===== src/rtl/rd_wb_stage.sv =====
// Registered writeback stage: picks imm / link / ALU / formatted load data and
// waits for late memory responses. Optional watchdog: define RD_WB_TIMEOUT_EN.
module rd_wb_stage #(
  parameter int XLEN           = 32,
  parameter int REG_ADDR_W     = 5,
  parameter int PC_LINK_OFFSET = 4,
  parameter int TIMEOUT_CYCLES = 16
) (
  input  logic                       clk,
  input  logic                       rst_n,
  input  logic                       in_valid,
  output logic                       in_ready,
  input  logic [1:0]                 rd_sel,
  input  logic [XLEN-1:0]            imm,
  input  logic [XLEN-1:0]            pc,
  input  logic [XLEN-1:0]            alu_out,
  input  logic [XLEN-1:0]            rd_mem,
  input  logic                       mem_valid,
  input  logic [1:0]                 ld_size,
  input  logic                       ld_unsigned,
  input  logic [$clog2(XLEN/8)-1:0]  ld_off,
  input  logic [REG_ADDR_W-1:0]      rd_addr_in,
  input  logic                       rd_we_in,
  output logic [XLEN-1:0]            rd_d,
  output logic [REG_ADDR_W-1:0]      rd_addr,
  output logic                       rd_we,
  output logic                       out_valid,
  output logic                       mem_timeout,
  output logic                       state_dbg
);

  localparam int OFF_W = $clog2(XLEN/8);

  // Handshake: a request transfers on a rising edge where in_valid & in_ready;
  // in_ready depends only on state, never on in_valid.
  typedef enum logic {IDLE = 1'b0, WAIT_MEM = 1'b1} state_t;
  state_t state;

  logic [1:0]            cap_size;
  logic                  cap_uns;
  logic [OFF_W-1:0]      cap_off;
  logic [REG_ADDR_W-1:0] cap_addr;
  logic                  cap_we;
  logic [XLEN-1:0]       src_data;

`ifdef RD_WB_TIMEOUT_EN
  localparam int CNT_W = $clog2(TIMEOUT_CYCLES + 1);
  logic [CNT_W-1:0] wait_cnt;
`else
  logic unused_timeout;
  assign unused_timeout = (TIMEOUT_CYCLES > 0);
  assign mem_timeout    = 1'b0;
`endif

  // Lane offset is aligned down to the access size before shifting.
  function automatic logic [XLEN-1:0] fmt_load(input logic [XLEN-1:0]  raw,
                                               input logic [1:0]       size,
                                               input logic             uns,
                                               input logic [OFF_W-1:0] off);
    logic [OFF_W-1:0] lane_off;
    logic [XLEN-1:0]  sh;
    logic [XLEN-1:0]  res;
    lane_off = off;
    if (size == 2'd1)      lane_off = off & ~OFF_W'(1);
    else if (size == 2'd2) lane_off = off & ~OFF_W'(3);
    sh  = raw >> {lane_off, 3'b000};
    res = raw;
    case (size)
      2'd0: if (uns) res = XLEN'(sh[7:0]);  else res = XLEN'($signed(sh[7:0]));
      2'd1: if (uns) res = XLEN'(sh[15:0]); else res = XLEN'($signed(sh[15:0]));
      2'd2: if (uns) res = XLEN'(sh[31:0]); else res = XLEN'($signed(sh[31:0]));
      default: res = raw;
    endcase
    return res;
  endfunction

  always_comb begin
    src_data = imm;
    case (rd_sel)
      2'd0:    src_data = imm;
      2'd1:    src_data = pc + XLEN'(PC_LINK_OFFSET);
      2'd2:    src_data = alu_out;
      default: src_data = fmt_load(rd_mem, ld_size, ld_unsigned, ld_off);
    endcase
  end

  assign in_ready  = (state == IDLE);
  assign state_dbg = (state == WAIT_MEM);

  always_ff @(posedge clk or negedge rst_n) begin
    if (!rst_n) begin
      state     <= IDLE;
      rd_d      <= '0;
      rd_addr   <= '0;
      rd_we     <= 1'b0;
      out_valid <= 1'b0;
      cap_size  <= '0;
      cap_uns   <= 1'b0;
      cap_off   <= '0;
      cap_addr  <= '0;
      cap_we    <= 1'b0;
`ifdef RD_WB_TIMEOUT_EN
      wait_cnt    <= '0;
      mem_timeout <= 1'b0;
`endif
    end else begin
      out_valid <= 1'b0;
      case (state)
        IDLE: begin
          if (in_valid) begin
            if (rd_sel == 2'd3 && !mem_valid) begin
              cap_size <= ld_size;
              cap_uns  <= ld_unsigned;
              cap_off  <= ld_off;
              cap_addr <= rd_addr_in;
              cap_we   <= rd_we_in && (rd_addr_in != '0);
              state    <= WAIT_MEM;
`ifdef RD_WB_TIMEOUT_EN
              wait_cnt <= '0;
`endif
            end else begin
              rd_d      <= src_data;
              rd_addr   <= rd_addr_in;
              rd_we     <= rd_we_in && (rd_addr_in != '0);
              out_valid <= 1'b1;
            end
          end
        end
        WAIT_MEM: begin
          if (mem_valid) begin
            rd_d      <= fmt_load(rd_mem, cap_size, cap_uns, cap_off);
            rd_addr   <= cap_addr;
            rd_we     <= cap_we;
            out_valid <= 1'b1;
            state     <= IDLE;
          end
`ifdef RD_WB_TIMEOUT_EN
          // A response on the limit edge wins over the watchdog.
          else if (wait_cnt == CNT_W'(TIMEOUT_CYCLES - 1)) begin
            mem_timeout <= 1'b1;
            rd_d        <= '0;
            rd_addr     <= cap_addr;
            rd_we       <= 1'b0;
            out_valid   <= 1'b1;
            state       <= IDLE;
          end else begin
            wait_cnt <= wait_cnt + 1'b1;
          end
`endif
        end
        default: state <= IDLE;
      endcase
    end
  end

endmodule


===== config.mk =====
export PLATFORM = sky130hd
export DESIGN_NAME = rd_wb_stage
export DESIGN_NICKNAME = d
export VERILOG_FILES = /design/src/rtl/rd_wb_stage.sv
export SDC_FILE = /design/constraint.sdc
export NUM_CORES = 1
export LEC_CHECK = 0
export CORE_ASPECT_RATIO = 1.5
export CORE_MARGIN = 2
export CORE_UTILIZATION = 40
export CTS_CLUSTER_SIZE = 8
export DETAILED_ROUTE_END_ITERATION = 8
export PLACE_DENSITY = 0.82
export RECOVER_POWER = 50
export SYNTH_ARGS = -nofsm -noshare
export SYNTH_HDL_FRONTEND = slang
export SYNTH_SLANG_ARGS = --single-unit

===== constraint.sdc =====
create_clock -name clk -period 4.9 [get_ports clk]
set_clock_uncertainty 0.15 [all_clocks]
set_input_delay 0.49 -clock clk [delete_from_list [all_inputs] [get_ports clk]]
set_output_delay 0.49 -clock clk [all_outputs]
set_load 0.01 [all_outputs]

==> qor.txt <==
status: finished, violations left
violated checks: capacitance limit, slew limit
Residual DRC: 0
Final Instance Area: 7252 µm²
GP Congestion: 1.074
Final min period: 3.283 ns
Syn Area/Cell: 7.504 µm²
crit path cell chain: clkdlybuf4s50_1 -> or3b_4 -> o221a_4 -> nor4_4 -> a21oi_1 -> a221o_1 -> a31oi_1
Initial Utilization: 0.4105
total grt overflow: 0
worst slew pin tran: 2.988 ns
postcts setup bufs: 0
placed cells: 986
area of the multi-input gates: 3583 µm²
Setup crit end kind: register
Hold WC Path Type: reg2reg
Buffers & Inverters on Critical Path: 1
row count: 50
Slew Viols, Final: 52
Reg clk slew, reported paths: 0.08 ns
Place WS: 1.364 ns
via density per instance: 6.476
DRT iter0 DRCs: 976
Crit Path Category: in2reg
WP data required: 4.97 ns
Fin. Hold Viols: 0
root buf cell: clkbuf_16
sequential-to-total area share from yosys stat: 0.2472
wirelength, routed: 22830 µm
Critical Path Source Type: primary input
post-synthesis register bit count: 51
most frequent cells in the layout: 163 x clkdlybuf4s50_1, 73 x nand2_1, 69 x a21oi_1
CTS Hold Bufs: 0
Synthesis Warnings: 0
CTS H-tree depth: 2
PnR worst setup slack: 1.617 ns
die area: 13850 µm²
Tot GR Track Use: 0.3175
die width: 96.76 µm
area leader, netlist: dfrtp_1
DP HPWL: 17640 µm
final setup vio count: 0
DR WL/cell: 22.97 µm
post-cts gate resize count: 0
Antenna Cells: 0
max_slew headroom: -0.9921
iteration count of the initial detailed-routing pass: 6
cell leakage power: 0.002767 µW
max-cap violation count: 1
TritonCTS buffer count: 5
Power, Total: 1814 µW
CTS Buffer Depth: 2
largest net degree at the start of global routing: 52
Routed Antenna Nets: 0
Core Area: 12570 µm²
non-filler cells, final: 994
# port buffers: 185
Area after DPL: 7103 µm²
ys async rst share: 1.000
mapped cell area: 5162 µm²
Clock Latency Late Sink: 0.30 ns
Synth cell types: 76
vias in the first global route: 6159
Die Span Y: 143.1 µm
post-route clock period utilization: 0.6701
Post-synth EDFFs: 0
top-level I/O count: 187
Critical Path Fanout Max: 21
Seq. cell area: 1276 µm²
area grow syn2layout: 40.48%
Max Clk Rate: 304.6 MHz
via count: 6437
first-pass GRT wire length: 35020 µm
Crit path max-delay family: compound AO/OA/AOI/OAI gates
layout cells sized above 1: 0.07041
primary flip-flop cell chosen by synthesis mapping: dfrtp_1
Filler cells: 1185
worst stage delay on the critical path: 0.85 ns
critical path data arrival time: 3.36 ns
VDD IR-drop max: 0.1646 mV
CTS tree: yes
initial antenna violation count: 0
Worst path slowest cell: clkdlybuf4s50_1
PwrDens: 250.1 nW/µm²
top cell type's share of synthesized area: 0.2472
Clock Sinks: 51
RSZ-0062 raised after global routing: no
syn nets: 834
Synth Instances: 688
commonest non-fill, non-tap cell in the layout: clkdlybuf4s50_1
setup tns final: 0 ns
Nets: 983
Area contributors post-synth: dfrtp_1 25%, a21oi_1 6.7%, nand2_1 5.3%, mux2i_1 5.2%, o21ai_0 4.8%
## logic make-up (layout without fill, tap and decap cells)
group / after synthesis / after routing / share of synthesized area
AO/OA/AOI/OAI: 265 / 265 / 0.3485
XOR/XNOR: 25 / 25 / 0.04387
adder cells (fa/ha/maj): 2 / 2 / 0.004362
buffers and inverters: 80 / 230 / 0.05986
flip-flops: 51 / 51 / 0.2472
multiplexers: 41 / 41 / 0.08725
other: 1 / 1 / 0.0007264
AND/OR/NAND/NOR: 223 / 223 / 0.2082
## synth_stat cells, types with 8 or more instances
| cell | count |
|---|---|
| nand4_1 | 8 |
| a211oi_1 | 10 |
| mux2_2 | 12 |
| nand3_1 | 30 |
| nor2_1 | 53 |
| mux2i_1 | 27 |
| o21ai_0 | 50 |
| nor3_1 | 13 |
| dfrtp_1 | 51 |
| nand2_1 | 73 |
| a221o_1 | 10 |
| a31oi_1 | 16 |
| and3_1 | 10 |
| a221oi_1 | 9 |
| xor2_1 | 10 |
| inv_1 | 17 |
| o22ai_1 | 18 |
| clkbuf_1 | 52 |
| a22oi_1 | 9 |
| xnor2_1 | 14 |
| a21oi_1 | 69 |
## where the power goes
group / internal (µW) / switching (µW) / total, µW / leakage, µW
Combinational: 399 / 448 / 847 / 0.00209
Sequential: 501 / 84.8 / 586 / 0.000609
Clock: 195 / 186 / 381 / 0.0000719
Total: 1090 / 719 / 1810 / 0.00277
## worst paths after layout
| kind | end | cells after the start | from | slack (ns) |
|---|---|---|---|---|
| worst max-delay path | rd_d[15]$_DFFE_PN0P_ | 7 | ld_size[0] | 1.62 |
| worst min-delay path | rd_addr[3]$_DFFE_PN0P_ | 2 | rd_addr[3]$_DFFE_PN0P_ | 0.32 |
| worst max register to register | rd_d[29]$_DFFE_PN0P_ | 7 | state_dbg$_DFF_PN0_ | 1.84 |
| worst min register to register | rd_addr[3]$_DFFE_PN0P_ | 2 | rd_addr[3]$_DFFE_PN0P_ | 0.32 |
| max in group asynchronous | rd_d[3]$_DFFE_PN0P_ | 2 | rst_n | 1.82 |
| min in group asynchronous | cap_addr[0]$_DFFE_PN0P_ | 2 | rst_n | 1.09 |
## state kept, by name, summed over array words and instances (netlist names)
name and cells:
rd_d 32, state_dbg 1, cap_off 2, cap_uns 1, cap_size 2, cap_we 1, cap_addr 5, rd_addr 5
out_valid 1, rd_we 1
## worst register-to-register path, delay by kind of cell (launching register included)
family	cells	cell delay, ns
AOI/OAI and AO/OA	4	1.17
DFF	1	0.62
buffers and inverters	2	0.56
and+or+nand+nor	1	0.41
## cell type report
cell class / instances / area share
multi-input combinational: 557 / 0.4941
timing repair buffer: 203 / 0.2721
sequential: 51 / 0.1760
tap: 156 / 0.02692
clock buffer: 5 / 0.01725
inverter: 19 / 0.009834
clock inverter: 3 / 0.003796
## metrics by stage
stage | hold WS (ns) | util
6_report | 0.3237 | 0.5767
4_1_cts | 0.1913 | 0.5770
2_1_floorplan | 0.04441 | -
5_1_grt | 0.3742 | 0.5767
3_5_place_dp | 0.3190 | 0.5649
3_3_place_gp | 0.3094 | 0.5649
## per-layer routing
metal | vias up | routed length, µm | global-route usage
li1 | 2902 | - | -
met1 | 2963 | 8448 | 0.3961
met2 | 471 | 10850 | 0.5234
met3 | 101 | 2173 | 0.05091
met4 | 0 | 1358 | 0.1757
met5 | - | 0 | 0
Note: power is estimated with default switching activity, not from simulation.
